==> src/rtl/thr_pkg.sv <==
// Shared constants and width helpers for the
// threshold / binarization blocks.
package thr_pkg;

  localparam int THR_W   = 8;
  localparam int LUMA_SH = 8;

  localparam logic [7:0] COEF_R = 8'd77;
  localparam logic [7:0] COEF_G = 8'd150;
  localparam logic [7:0] COEF_B = 8'd29;

  function automatic int pix_w(input int h, input int v);
    return $clog2(h * v + 1);
  endfunction

  function automatic int sum_w(input int h, input int v);
    return THR_W + pix_w(h, v);
  endfunction

endpackage

==> src/rtl/div_seq_u.sv <==
// Unsigned restoring divider, one quotient bit
// per cycle; N_W cycles from start to done.
module div_seq_u #(
  parameter int N_W = 25,
  parameter int D_W = 17
) (
  input  logic           clk,
  input  logic           rst,
  input  logic           start,
  input  logic [N_W-1:0] dividend,
  input  logic [D_W-1:0] divisor,
  output logic           busy,
  output logic           done,
  output logic [N_W-1:0] quotient
);

  localparam int C_W = $clog2(N_W + 1);

  logic [D_W-1:0] rem;
  logic [D_W-1:0] dvs;
  logic [N_W-1:0] quo;
  logic [C_W-1:0] cnt;
  logic [D_W:0]   trial;
  logic [D_W:0]   diff;
  logic           ge;

  // shift next dividend bit into the partial remainder
  assign trial = {rem, quo[N_W-1]};
  assign diff  = trial - {1'b0, dvs};
  assign ge    = trial >= {1'b0, dvs};

  // load on start when idle, then iterate N_W times
  always_ff @(posedge clk or posedge rst) begin
    if (rst) begin
      rem  <= '0;
      dvs  <= '0;
      quo  <= '0;
      cnt  <= '0;
      busy <= 1'b0;
      done <= 1'b0;
    end else begin
      done <= 1'b0;
      if (busy) begin
        rem <= ge ? diff[D_W-1:0] : trial[D_W-1:0];
        quo <= {quo[N_W-2:0], ge};
        cnt <= cnt - 1'b1;
        if (cnt == C_W'(1)) begin
          busy <= 1'b0;
          done <= 1'b1;
        end
      end else if (start) begin
        rem  <= '0;
        dvs  <= divisor;
        quo  <= dividend;
        cnt  <= C_W'(N_W);
        busy <= 1'b1;
      end
    end
  end

  assign quotient = quo;

endmodule

==> src/rtl/thr_binarize_mean.sv <==
// RGB888 to 1-bit binarizer; threshold is the
// previous frame's mean luma or a manual value.
module thr_binarize_mean
  import thr_pkg::*;
#(
  parameter int H_ACTIVE = 480,
  parameter int V_ACTIVE = 272,
  parameter int THR_INIT = 128
) (
  input  logic             clk,
  input  logic             rst,
  input  logic             in_hs,
  input  logic             in_vs,
  input  logic             in_de,
  input  logic [23:0]      in_data,
  input  logic             thr_mode,
  input  logic [THR_W-1:0] thr_manual,
  output logic             out_hs,
  output logic             out_vs,
  output logic             out_de,
  output logic             out_data,
  output logic [THR_W-1:0] thr_value
);

  localparam int PIX_W = pix_w(H_ACTIVE, V_ACTIVE);
  localparam int SUM_W = sum_w(H_ACTIVE, V_ACTIVE);

  logic [2:0]       tim_d1, tim_d2, tim_d3;
  logic [15:0]      r_p, g_p, b_p;
  logic [15:0]      luma_sum;
  logic [THR_W-1:0] y_s2;
  logic [THR_W-1:0] thr_eff;
  logic [THR_W-1:0] thr_active;
  logic [THR_W-1:0] thr_next;
  logic [THR_W-1:0] q_clip;
  logic             thr_vld;
  logic             armed;
  logic             bin_q;
  logic             vs_rise, vs_in_rise, de_rise;
  logic [SUM_W-1:0] acc_sum;
  logic [PIX_W-1:0] pix_cnt;
  logic             sat;
  logic             div_go, div_busy, div_done;
  logic [SUM_W-1:0] div_num, div_q;
  logic [PIX_W-1:0] div_den;

  assign luma_sum   = r_p + g_p + b_p;
  assign thr_eff    = thr_mode ? thr_manual : thr_active;
  assign vs_rise    = tim_d2[1] & ~tim_d3[1];
  assign vs_in_rise = in_vs & ~tim_d1[1];
  assign de_rise    = in_de & ~tim_d1[0];
  assign q_clip     = (|div_q[SUM_W-1:THR_W]) ?
                      '1 : div_q[THR_W-1:0];

  // three-stage luma / compare pipeline
  always_ff @(posedge clk or posedge rst) begin
    if (rst) begin
      tim_d1 <= '0;
      tim_d2 <= '0;
      tim_d3 <= '0;
      r_p    <= '0;
      g_p    <= '0;
      b_p    <= '0;
      y_s2   <= '0;
      bin_q  <= 1'b0;
    end else begin
      tim_d1 <= {in_hs, in_vs, in_de};
      tim_d2 <= tim_d1;
      tim_d3 <= tim_d2;
      r_p    <= 16'(in_data[23:16]) * 16'(COEF_R);
      g_p    <= 16'(in_data[15:8]) * 16'(COEF_G);
      b_p    <= 16'(in_data[7:0]) * 16'(COEF_B);
      y_s2   <= THR_W'(luma_sum >> LUMA_SH);
      bin_q  <= y_s2 > thr_eff;
    end
  end

  // frame luma sum; hand off to divider at VS
  always_ff @(posedge clk or posedge rst) begin
    if (rst) begin
      acc_sum <= '0;
      pix_cnt <= '0;
      sat     <= 1'b0;
      div_go  <= 1'b0;
      div_num <= '0;
      div_den <= '0;
    end else begin
      div_go <= 1'b0;
      if (vs_rise) begin
        if (pix_cnt != '0 && !sat && !div_busy) begin
          div_go  <= 1'b1;
          div_num <= acc_sum;
          div_den <= pix_cnt;
        end
        acc_sum <= '0;
        pix_cnt <= '0;
        sat     <= 1'b0;
      end else if (tim_d2[0]) begin
        if (&pix_cnt) begin
          sat <= 1'b1;
        end else begin
          pix_cnt <= pix_cnt + 1'b1;
          acc_sum <= acc_sum + SUM_W'(y_s2);
        end
      end
    end
  end

  div_seq_u #(
    .N_W(SUM_W),
    .D_W(PIX_W)
  ) u_div (
    .clk      (clk),
    .rst      (rst),
    .start    (div_go),
    .dividend (div_num),
    .divisor  (div_den),
    .busy     (div_busy),
    .done     (div_done),
    .quotient (div_q)
  );

  // swap in a finished mean at the first DE of a frame;
  // a result landing in the same cycle stays pending
  always_ff @(posedge clk or posedge rst) begin
    if (rst) begin
      thr_next   <= '0;
      thr_vld    <= 1'b0;
      armed      <= 1'b0;
      thr_active <= THR_W'(THR_INIT);
    end else begin
      if (vs_in_rise) begin
        armed <= 1'b1;
      end else if (de_rise && armed) begin
        armed <= 1'b0;
        if (thr_vld) begin
          thr_active <= thr_next;
          thr_vld    <= 1'b0;
        end
      end
      if (div_done) begin
        thr_next <= q_clip;
        thr_vld  <= 1'b1;
      end
    end
  end

  assign out_hs    = tim_d3[2];
  assign out_vs    = tim_d3[1];
  assign out_de    = tim_d3[0];
  assign out_data  = bin_q;
  assign thr_value = thr_active;

endmodule

==> config.mk <==
export PLATFORM = sky130hd
export DESIGN_NAME = thr_binarize_mean
export DESIGN_NICKNAME = d
export VERILOG_FILES = /design/src/rtl/thr_pkg.sv /design/src/rtl/div_seq_u.sv /design/src/rtl/thr_binarize_mean.sv
export SDC_FILE = /design/constraint.sdc
export NUM_CORES = 1
export LEC_CHECK = 0
export CAP_MARGIN = 30
export CORE_MARGIN = 2
export CORE_UTILIZATION = 60
export DETAILED_ROUTE_END_ITERATION = 10
export PLACE_DENSITY_LB_ADDON = 0.15
export SLEW_MARGIN = 30
export SYNTH_ARGS = -nofsm -noshare
export SYNTH_HDL_FRONTEND = slang
export SYNTH_HIERARCHICAL = 1
export SYNTH_SLANG_ARGS = --single-unit
==> constraint.sdc <==
create_clock -name clk -period 9.25 [get_ports clk]
set_clock_uncertainty 0.15 [all_clocks]
set_input_delay 2.775 -clock clk [delete_from_list [all_inputs] [get_ports clk]]
set_output_delay 2.775 -clock clk [all_outputs]
set_load 0.02 [all_outputs]
-- Word level (Yosys, flattened, before mapping)
Cells that the tools add are included.
- output and inout port bits: 12
- input bits: 38
- register bits after elaboration: 231
- word-level logic and storage cells: 94
- eq/ne operators: 3
- add/sub/neg operators: 6
- order comparisons: 2
- bitwise gates (word level): 8
- muxes and demuxes: 29
- reduce and logical (&&, ||, !) cells: 19
- $mul: 3
- operator list (operator ; number):
    $mux W25 ; 5
    $mux W17 ; 6
    $mul A8 B7 Y15 const B ; 2
    $add A25 B8 Y25 ; 1
    $ge A18 B17 Y1 ; 1
    $add A17 B1 Y17 const B ; 1
    $reduce_and A17 Y1 ; 1
    $reduce_bool A17 Y1 ; 1
    $reduce_or A17 Y1 ; 1
    $sub A17 B17 Y17 ; 1
    $add A15 B16 Y16 ; 1
    $add A16 B13 Y16 ; 1
    $mux W8 ; 2
    $mux W1 ; 14
    $mul A8 B5 Y13 const B ; 1
    $mux W5 ; 2
    $reduce_and A2 Y1 ; 5
    $reduce_bool A2 Y1 ; 5
    $gt A8 B8 Y1 ; 1
    $eq A5 B1 Y1 const B ; 1
    $not A1 Y1 ; 5
    $sub A5 B1 Y5 const B ; 1
    $and A1 B1 Y1 ; 3
    $logic_and A1 B1 Y1 ; 3
    4 further kinds ; 5

-- Depth between registers and ports, before layout
- word-level depth: 6
- depth in mapped cells: 13
- depth with buffers taken out: 13

-- Cells and area by module
The synthesis kept the hierarchy.
- modules (own cells, without submodules) (module ; area each (um2) ; instances ; seq. area each (um2) ; cells each):
    thr_binarize_mean ; 10163.5 ; 1 ; 4130.2 ; 931
    div_seq_u ; 3948.8 ; 1 ; 1651.6 ; 423

-- Worst setup path after synthesis
No wires, ideal clock.
- kind: input port to flip-flop
- start: in in_data[20]
- end: reg r_p[14]
- library setup time: 118 ps
- arrival time: 5661 ps
- stages: 11
- slack: 3321 ps
- data required time: 8982 ps
- path through: ha_1 > ha_1 > inv_1 > fa_1 > fa_1 > inv_1 > ha_1 > or4_1 > o22ai_1 > o21ai_0 > a21o_1
- word-level cells in the longest chain between the ends: 1
- RTL lines (what ; RTL line ; RTL):
    start, declared ; thr_binarize_mean.sv:15 ; input logic [23:0] in_data,
    $mul A8 B7 Y15 ; thr_binarize_mean.sv:70 ; r_p <= 16'(in_data[23:16]) * 16'(COEF_R);
    end signal, assigned ; thr_binarize_mean.sv:70 ;
    end, declared ; thr_binarize_mean.sv:29 ; logic [15:0] r_p, g_p, b_p;
Every way passes these cells.
A chain may end at the register's enable or synchronous reset.

-- Final worst setup path
- start: in in_data[21]
- end: reg r_p[14]
Same word-level chain as after synthesis.

==> run metrics <==
Net count, final 1617; Max-cap violations 0; CTS resizes 0; Max IR drop VDD 0.243 mV; WL final approximately 28000 um; crit-path max FO 5; total gr overflow 0; Hold Path Cell Cnt 0; cell accounting for the most synthesized area dfrtp_1; Reg2Reg Depth 9; routability cong. 0.877; Area contributors post-synth dfrtp_1 (41%), ha_1 (13%), fa_1 (5.7%); synth unique cells between 70 and 80; Worst-path clk slew about 0.060 ns; class of the most critical setup path input port to register; Mapped Cells 1354; Total Routing Usage GR around 24%; CTS tree yes; CP required 9.51 ns; max frequency 162 MHz; Power Total around 4900 uW; #FFs+latches synth between 200 and 250; Mapped Area between 10000 and 15000 um^2; final count of negative-setup-slack endpoints 0; Starting Density between 60% and 70%; Setup crit start kind input port; post-synthesis sequential area ratio around 40%; initial antenna violation count 0; worst slew pin tran approximately 0.76 ns; full die area 24800 um^2; prevailing post-synth register cell dfrtp_1; Setup TNS 0 ns; HPWL Detailed 20300 um; cts bufs inserted 26; Final Max Slew Viols 0; Antenna Violating Nets Remaining 0; Final period util approximately two thirds; async set or reset register ratio after synthesis between 90% and 100%; net count after synthesis roughly 1600; Syn. warnings 6; htree depth 1; CTS Hold Buffers Added 0; Lkg Pwr between 0.007 and 0.008 uW; global-route wire length before repair roughly 48000 um; Critical Path End Type register; Pre-antenna DRT Iters 5; Rel. slew slack slightly below 50%; via count 9983; Core Rows 56; filler cell count roughly 1800; Final min period just over 6 ns; Ports 50; Post-synth EDFFs 0; Setup Fix Bufs, Post-CTS 0; final hold slack 0.197 ns; Power Dens Cells 312 nW/um^2; vias in the first global route slightly above 10000; Worst Path Arrival between 6 and 7 ns; placed cells between 1500 and 2000; Iteration-0 DRC Markers 480; Hold Fails Final Rpt 0; area delta synth->final 11.5%; clock root cell clkbuf_16; Hold WC Path Type register to register; mean number of vias per cell just under 6; diodes inserted 0; fin cells 1725; Post-Syn Area per Cell between 10 and 15 um^2; largest net degree at the start of global routing about 110; DRC errors left 0; CTS sink cnt about 230; status complete, no violations; CTS max path bufs 3; ratio of cells with drive above 1 in the final layout a little under a tenth; routed wire length per instance around 16 um; Core ar. between 20000 and 25000 um^2; top cell type's share of synthesized area just over 40%; Placed Area roughly 15000 um^2; die width about 160 um; cell area after layout 15700 um^2; Die H ~160 um; Skew-Pair Late Insertion Delay between 0.5 and 0.6 ns; IO Port Bufs 49; RSZ-0062 raised after global routing false
critical path, cell delays in order:
cell	delay, ns
clkdlybuf4s50_1	0.57
ha_1	0.27
ha_1	0.27
inv_1	0.05
fa_1	0.49
fa_1	0.51
inv_1	0.04
ha_1	0.24
or4_1	0.54
o22ai_1	0.30
o21ai_0	0.16
a21o_1	0.19
final cells by class:
type / count / area (um^2) / share of cell area [%]
Multi-Input combinational cell: 961 / 7700 / 48.9
Tap cell: 319 / 399 / 2.54
Clock inverter: 8 / 95.1 / 0.605
Sequential cell: 231 / 5780 / 36.8
Clock buffer: 38 / 767 / 4.88
Inverter: 112 / 428 / 2.72
Timing Repair Buffer: 56 / 558 / 3.55
cell usage in the layout, fill, tap and decap left out, types with 5 or more instances in the layout:
master,count
nor2b_1,13
nand3b_1,7
o21ai_0,90
xnor2_1,43
xor2_1,13
o22a_1,8
nor3b_1,8
clkbuf_8,5
a31oi_1,9
nor2_1,64
or4_1,8
a211oi_1,11
mux2i_1,33
ha_1,151
o21a_1,11
nand3_1,27
a211o_1,5
clkbuf_16,27
nand4_1,18
mux2_2,42
o21ai_2,9
clkbuf_1,6
or3_1,12
o31ai_1,8
clkdlybuf4s50_1,49
nor3_1,21
inv_1,110
nand2_1,100
fa_1,40
o311ai_0,7
a21o_1,20
o211ai_1,6
a21oi_1,70
nand2b_1,11
nor4_1,12
dfrtp_1,228
cell usage after synthesis (5+ instances only):
cell        n
a211o_1     5
a211oi_1   11
a21o_1     20
a21oi_1    70
a31oi_1     9
buf_1       5
buf_2       7
clkbuf_1   31
dfrtp_1   230
fa_1       40
ha_1      151
inv_1     112
mux2_2     42
mux2i_1    33
nand2_1   101
nand2b_1   11
nand3_1    27
nand3b_1    7
nand4_1    18
nor2_1     64
nor2b_1    15
nor3_1     21
nor3b_1     8
nor4_1     12
o211ai_1    6
o21a_1     11
o21ai_0    90
o21ai_2     9
o22a_1      8
o311ai_0    7
o31ai_1     8
or3_1      12
or4_1       8
xnor2_1    43
xor2_1     13
stage by stage:
step           setup slack, ns  util (%)
2_1_floorplan             1.86         -
3_3_place_gp              2.65      63.8
3_5_place_dp              2.56      63.8
4_1_cts                   3.10      67.5
5_1_grt                   2.88      67.6
6_report                  3.09      67.6
power by group:
| part | leakage [uW] | switching (uW) | internal [uW] |
|---|---|---|---|
| Combinational | 0.00378 | 1320 | 1060 |
| Sequential | 0.00297 | 211 | 1300 |
| Clock | 0.000420 | 397 | 627 |
| Total | 0.00717 | 1930 | 2980 |
flip-flops by register name, summed over array words and instances (netlist names), 15 cells and up:
register / count
div_den: 17
r_p: 15
u_div/quotient: 25
g_p: 15
pix_cnt: 17
div_num: 25
u_div/rem: 17
u_div/dvs: 17
acc_sum: 25
path summary, 6_finish.rpt:
check                                                to  slack, ns                    from
worst max-delay path                  r_p[14]$_DFF_PP0_       3.09             in_data[21]
worst min-delay path                tim_d3[2]$_DFF_PP0_       0.20     tim_d2[2]$_DFF_PP0_
worst max register to register  acc_sum[20]$_DFFE_PP0P_       6.04  pix_cnt[7]$_DFFE_PP0P_
worst min register to register      tim_d3[2]$_DFF_PP0_       0.20     tim_d2[2]$_DFF_PP0_
max in group asynchronous              div_go$_DFF_PP0_       5.04                     rst
min in group asynchronous       div_num[10]$_DFFE_PP0P_       2.66                     rst
logic make-up (layout without fill, tap and decap cells):
group,after synthesis,after routing,synth area share [%]
and+or+nand+nor,328,328,11.7
AOI/OAI and AO/OA,311,311,14.5
DFF,231,231,41.0
adders and majority gates,191,191,19.1
buffers and inverters,162,214,4.66
muxes,75,75,5.69
xor gates and xnor gates,56,56,3.48
layer usage:
layer,vias up,GRT usage (%),part of all wire [%]
li1,4897,-,-
met1,4872,30.6,45
met2,174,43.7,50
met3,40,2.67,3.3
met4,0,5.97,1.8
met5,-,0,0
No activity file was read; power rests on OpenSTA's default activity.
